--- src/rtl/bus_arbiter_mux.sv ---
// Registered common-bus mux: an internal round-robin/fixed-priority arbiter picks one of CHANNELS sources into a one-word output stage.
// Latency: grant is combinational, OUT is valid from the next edge; with ready low the stage holds its word and issues no grant.
module bus_arbiter_mux #(
   parameter int WORD     = 16,
   parameter int CHANNELS = 8,
   parameter int SEL_W    = $clog2(CHANNELS)
) (
   input  logic                     clk,
   input  logic                     rst,
   input  logic [CHANNELS-1:0]      req,
   input  logic [CHANNELS*WORD-1:0] IN_BUS,
   input  logic                     mode,
   input  logic                     ready,
   output logic [CHANNELS-1:0]      grant,
   output logic [WORD-1:0]          OUT,
   output logic                     out_valid,
   output logic [SEL_W-1:0]         select_out
);

   typedef enum logic {
      EMPTY = 1'b0,
      FULL  = 1'b1
   } state_t;

   state_t           st_q;
   state_t           st_d;
   logic [SEL_W-1:0] ptr;
   logic [SEL_W-1:0] rr_win;
   logic [SEL_W-1:0] fp_win;
   logic [SEL_W-1:0] win;
   logic [SEL_W:0]   rr_idx;
   logic             rr_found;
   logic             load;
   logic             grant_en;

   // Round-robin: walk ptr, ptr+1, ... with wrap; one extra bit keeps the sum from overflowing.
   always_comb begin
      rr_win   = '0;
      rr_idx   = '0;
      rr_found = 1'b0;
      for (int k = 0; k < CHANNELS; k++) begin
         rr_idx = {1'b0, ptr} + (SEL_W+1)'(k);
         if (rr_idx >= (SEL_W+1)'(CHANNELS)) begin
            rr_idx = rr_idx - (SEL_W+1)'(CHANNELS);
         end
         if (!rr_found && req[rr_idx[SEL_W-1:0]]) begin
            rr_win   = rr_idx[SEL_W-1:0];
            rr_found = 1'b1;
         end
      end
   end

   always_comb begin
      fp_win = '0;
      for (int k = CHANNELS - 1; k >= 0; k--) begin
         if (req[k]) begin
            fp_win = SEL_W'(k);
         end
      end
   end

   assign win      = mode ? fp_win : rr_win;
   assign load     = (|req) && (!out_valid || ready);
   assign grant_en = load && !rst;
   assign grant    = grant_en ? (CHANNELS'(1) << win) : '0;

   always_ff @(posedge clk or posedge rst) begin
      if (rst) begin
         st_q <= EMPTY;
      end else begin
         st_q <= st_d;
      end
   end

   always_comb begin
      st_d = st_q;
      case (st_q)
         EMPTY: if (load) st_d = FULL;
         FULL:  if (ready && !(|req)) st_d = EMPTY;
         default: st_d = EMPTY;
      endcase
   end

   always_comb begin
      out_valid = (st_q == FULL);
   end

   always_ff @(posedge clk or posedge rst) begin
      if (rst) begin
         OUT        <= '0;
         select_out <= '0;
      end else if (load) begin
         OUT        <= IN_BUS[win*WORD +: WORD];
         select_out <= win;
      end
   end

   // Fixed-priority loads leave the rotation point alone so round-robin resumes where it left off.
   always_ff @(posedge clk or posedge rst) begin
      if (rst) begin
         ptr <= '0;
      end else if (load && !mode) begin
         ptr <= (win == SEL_W'(CHANNELS - 1)) ? '0 : win + SEL_W'(1);
      end
   end

endmodule

--- config.mk ---
export PLATFORM = sky130hd
export DESIGN_NAME = bus_arbiter_mux
export DESIGN_NICKNAME = d
export VERILOG_FILES = /design/src/rtl/bus_arbiter_mux.sv
export SDC_FILE = /design/constraint.sdc
export NUM_CORES = 1
export LEC_CHECK = 0
export ABC_CLOCK_PERIOD_IN_PS = 7250
export BUFFER_PORTS_ARGS = -buffer_cell sky130_fd_sc_hd__buf_2
export CORE_MARGIN = 1.5
export CORE_UTILIZATION = 30
export CTS_CLUSTER_SIZE = 25
export DETAILED_ROUTE_END_ITERATION = 10
export PLACE_DENSITY = 0.61
export SLEW_MARGIN = 30
export SYNTH_ARGS = -nofsm -noshare
export SYNTH_HDL_FRONTEND = slang
export SYNTH_SLANG_ARGS = --single-unit
--- constraint.sdc ---
create_clock -name clk -period 7.25 [get_ports clk]
set_clock_uncertainty 0.1 [all_clocks]
set_input_delay 1.0875 -clock clk [delete_from_list [all_inputs] [get_ports clk]]
set_output_delay 1.0875 -clock clk [all_outputs]
set_load 0.01 [all_outputs]
# Word level (Yosys, flattened, before mapping)
# Index checks and enable logic that the tools add are counted.
[classes] order_cmp=16 reduce_logical=24 eq_ne=1 shifts=2 add_sub_neg=16 muxes=53 n_bitwise=1
[ops] operator="variable part select 128 x 8 -> 16 bit" n=1
[ops] operator="2-to-1 mux 3 bit" n=26
[ops] operator="< comparator 3 x 4 -> 1 bit (second input constant)" n=8
[ops] operator="greater-or-equal comparator 4 bit (second input constant)" n=7
[ops] operator="binary-select mux 1 bit (select 3 bit)" n=8
[ops] operator="subtractor 3 x 1 -> 3 bit (second input constant)" n=8
[ops] operator="2-to-1 mux 1 bit" n=17
[ops] operator="adder 3 x 3 -> 4 bit (second input constant)" n=4
[ops] operator="logical AND 1 bit" n=11
[ops] operator="logical NOT 1 bit" n=11
[ops] operator="adder 3 x 2 -> 4 bit (second input constant)" n=2
[ops] operator="2-to-1 mux 8 bit" n=1
[ops] operator="OR reduction 8 bit" n=1
[ops] operator="<< shifter 1 x 3 -> 8 bit (first input constant)" n=1
[ops] operator="adder 3 x 1 -> 4 bit (second input constant)" n=1
[ops] operator="greater-or-equal comparator 3 x 4 -> 1 bit (second input constant)" n=1
[ops] operator="adder 3 x 1 -> 3 bit (second input constant)" n=1
[ops] operator="== test 3 bit (second input constant)" n=1
[ops] operator="case mux 1 bit (2 select lines)" n=1
[ops] operator="logical OR 1 bit" n=1
[ops] operator="NOT 1 bit" n=1
[word_totals] output_inout_bits=28 register_bits=23 elab_cells=117 inputBits=140

# Depth between registers and ports, before layout
[depth] word_depth=29 depth_mapped=17 ltp_nobuf=11

# Worst setup path before layout
# OpenSTA, ideal clock, no wires.
[synth_timing] path_type="reg-to-output" start="register ptr[1]" end="output grant[6]" slack_ps=2410 required_time_ps=6062 t_arrival_ps=3652 stages_incl_launch_ff=17 path_buffers=6 path_cell_list="dfrtp_1 -> buf_4 -> buf_2 -> inv_1 -> ha_1 -> buf_6 -> buf_6 -> mux2i_1 -> mux4_2 -> a32oi_2 -> nor3b_2 -> a311oi_2 -> o31ai_2 -> buf_6 -> buf_12 -> or2_1 -> nor3b_1"
[synth_via] elab_chain_len=29 elab_cells_between_ends=79 cone_classes="add/sub: 15; order compare: 8; shift: 1; mux: 41; reduce/logical: 14"
[synth_lines] element="start: declaration" line="27" source="logic [SEL_W-1:0] ptr;"
[synth_lines] element="start signal: assignment" line="103" source="ptr <= (win == SEL_W'(CHANNELS - 1)) ? '0 : win + SEL_W'(1);"
[synth_lines] element="parallel branches: the longest is 25 deep, another holds adder 3 x 1 -> 4 bit"
[synth_lines] element="2-to-1 mux 3 bit *" line="46" source="if (!rr_found && req[rr_idx[SEL_W-1:0]]) begin"
[synth_lines] element="2-to-1 mux 3 bit *" line="62" source="assign win = mode ? fp_win : rr_win;"
[synth_lines] element="<< shifter 1 x 3 -> 8 bit *" line="65" source="assign grant = grant_en ? (CHANNELS'(1) << win) : '0;"
[synth_lines] element="2-to-1 mux 8 bit *" line="65"
[synth_lines] element="end: declaration" line="14" source="output logic [CHANNELS-1:0] grant,"
# Mark *: on every way between the ends. The select of a mux whose other input is x is not followed.

# Final worst setup path
[layout_timing] start="register ptr[0]" end="output grant[5]"
# Same word-level chain as after synthesis.

==> results.toml <==
[status]
status = "completed"

[placement]
gp_congestion = 0.942
placed_cell_area_um2 = 4380
place.detailed.hpwl_um = 8470
port_buffers = 167
placed_cells = 643

[floorplan]
die-area_um2 = 12500
fp-row-count = 39
fp.dieH_um = 112
io_pins = 168
start_util_pct = 30.9
fp.dieW_um = 112
coreArea_um2 = 11500

[hold_path]
min_path_type = "flip-flop to flip-flop"
hold_start = "select_out[2]"
whs_endpoint = "select_out[2]"
hold_path_depth = 2

[route]
routedWlPerCell_um = 16.8
ant_nets = 0
wirelength_um = 10900
num_vias = 3484
drtIter0Drc = 161
drtPass1Iterations = 4
drcViolationCount = 0
vias_per_cell = 5.38

[global_routing]
grt_pass1_vias = 3456
grt.overflow.total = 0
grt_pass1_wl_um = 17300
grt_max_degree = 30
antenna_found_initial = 0
grt_use_total_pct = 16.8

[power]
p_leak_nw = 2.07
p_per_area_nw_per_um2 = 434
max-vdd-ir-drop_uv = 214
total_power_mw = 1.94

[synthesis]
async_reset_ff_share_pct = 100
yosys_warnings = 0
ys.flop_type = "dfrtp_1"
synthCells = 360
synthesis.nets = 502
syn_area_um2 = 3540
synth_edf_count = 0
synth_seq_cells = 23
yosys.area.top_type_share_pct = 22.6
yosys-top-cells-area = "mux2i_1 23%, dfrtp_1 16%, mux4_2 8.9%"
synth.distinct_cells = 62
ys_seq_area_share_pct = 16.3
syn_avg_cell_area_um2 = 9.83
synth_area_leader_cell = "mux2i_1"

[worst_setup_path]
crit_family = "multiplexers"
start_kind = "flip-flop"
startpoint = "ptr[0]"
cp_slowest_cell = "ha_1"
crit_arrival_ns = 4.58
cpPeakStageDelay_ns = 0.77
crit-reg2reg-capture = "OUT[0]"
required_ns = 6.06
reg2reg_depth = 13
crit_path_frequent_cell = "buf_4"
cp_num_buf_inv = 4
r2r_slack_ns = 1.88
path_max_fanout = 26
crit_path_end_kind = "primary output"
criticalPathCategory = "flip-flop to primary output"
crit_chain = "buf_4, inv_2, ha_1, mux4_2, mux2i_2, and4_1, a21oi_1, nand2b_1, a21oi_2, nor2_1, nor2b_2, buf_4, nor3b_1, buf_2"
reg2reg_from = "ptr[0]"

[clocking]
post_cts_resized = 0
cts_max_path_buffers = 2
cts_hold_buf = 0
clkTransAtPathRegs_ns = 0.06
cts_tree = "yes"
postCtsSetupBuffers = 0
insertion_delay_ns = 0.26
numCtsBuffers = 3
htree_levels = 1
clock-sinks = 23
cts-root-buf = "clkbuf_16"

[timing]
hold_viol = 0
fmax_mhz = 173
slew_viol_final = 0
finalCriticalPeriod_ns = 5.77
finalSetupViolCount = 0
fin_crit_sh_pct = 79.5
max_slew.worst_pin.slew_ns = 0.796
setup-tns-final_ns = 0
rsz0062_at_grt = "false"
maxSlewHeadroom_pct = 46.7

[finish]
layout.nets = 647
drive_gt1_share_pct = 48.8
diodes = 0
finalInstanceArea_um2 = 4460
area_delta_synth_final_pct = 26.2
finalNonFillerCells = 647
fillCellCount = 1094

[flow_run]
max_cap_viol_count = 0
[cells in the final DEF, fill, tap and decap left out, types with 2 or more instances in the layout]
master,synthesis,layout
or3_1,2,2
mux2_2,19,19
a21oi_2,1,2
nor3b_2,2,2
a21o_1,2,2
clkbuf_16,0,3
nor3b_1,5,5
nand2_1,14,14
xor2_1,3,3
nand4_1,3,3
a211oi_2,16,16
buf_2,16,167
inv_2,1,2
nor2_1,22,22
o21ai_1,2,2
o22a_1,2,2
mux2i_1,80,80
and2_1,17,17
buf_4,7,7
a31oi_4,1,2
o2bb2ai_1,16,16
nor3_1,3,3
o221ai_1,2,2
o21ai_0,9,9
nand3_1,9,9
mux4_2,14,14
inv_1,7,6
nand2b_1,6,6
a31oi_1,4,3
ha_1,2,2
dfrtp_1,23,22
a21oi_1,10,9
[worst register-to-register path: stages (launching register included)]
cell and delay (ns):
dfrtp_1 0.32, buf_4 0.31, inv_2 0.19, ha_1 0.78, mux4_2 0.65, mux2i_2 0.33
and4_1 0.27, or3_1 0.11, o21ai_1 0.13, o31ai_4 0.46, buf_4 0.54, nor3b_2 0.75
and2_1 0.25, a211oi_2 0.04
[cells by family after synthesis]
group                    after synthesis  synth area share (%)
multiplexers                         116                  39.4
AND/OR/NAND/NOR                       95                  15.0
AO/OA/AOI/OAI                         77                  18.9
buffers and inverters                 42                  7.99
flip-flops                            23                  16.3
XOR/XNOR                               5                  1.77
adder cells (fa/ha/maj)                2                 0.707
[routing by layer]
layer / global-route usage, % / vias up / routed length [um] / share of wire, %
met5: 0 / - / 0 / 0
met4: 3.80 / 0 / 131 / 1.2
met3: 2.18 / 10 / 591 / 5.4
met2: 28.5 / 130 / 5340 / 49
met1: 22.9 / 1680 / 4840 / 44
li1: - / 1664 / - / -
[synthesized netlist by cell type (10+ instances only)]
cell type  number
a211oi_2       16
a21oi_1        10
and2_1         17
buf_2          16
dfrtp_1        23
mux2_2         19
mux2i_1        80
mux4_2         14
nand2_1        14
nor2_1         22
o2bb2ai_1      16
[area by class of cell]
cell class | count | area, um^2 | area share (%)
flip-flops and latches | 23 | 577 | 12.9
inverters | 8 | 30.0 | 0.673
repair buffers | 174 | 888 | 19.9
clock inverters | 1 | 5.00 | 0.112
well taps | 143 | 179 | 4.01
multi-input cells | 295 | 2710 | 60.7
clock buffers | 3 | 75.1 | 1.68
[sequential cells by signal (all words and copies together), names as in the netlist]
signal	count
out_valid	1
ptr	3
select_out	3
OUT	16
[worst max path at each step]
stage	endpoint	depth (start not counted)	slack, ns
after global routing	grant[7]	14	1.17
after CTS	grant[5]	14	1.49
after floorplan	grant[6]	16	2.41
after global placement	grant[5]	14	1.95
final	grant[5]	14	1.48
after detailed placement	grant[5]	14	1.77
[power by group]
group	switching [mW]	total (mW)	internal (mW)
clock network	0.0489	0.123	0.0743
registers	0.0514	0.242	0.190
logic	0.843	1.57	0.730
[stage by stage]
| step | utilization (%) | setup slack, ns | hold WS, ns |
|---|---|---|---|
| floorplan | - | 2.41 | 0.464 |
| detailed placement | 38.2 | 1.77 | 0.420 |
| global placement | 38.2 | 1.95 | 0.427 |
| CTS | 38.9 | 1.49 | 0.449 |
| global route | 38.9 | 1.17 | 0.467 |
| finish | 38.9 | 1.48 | 0.441 |
Power figures use the tool's default switching activity.
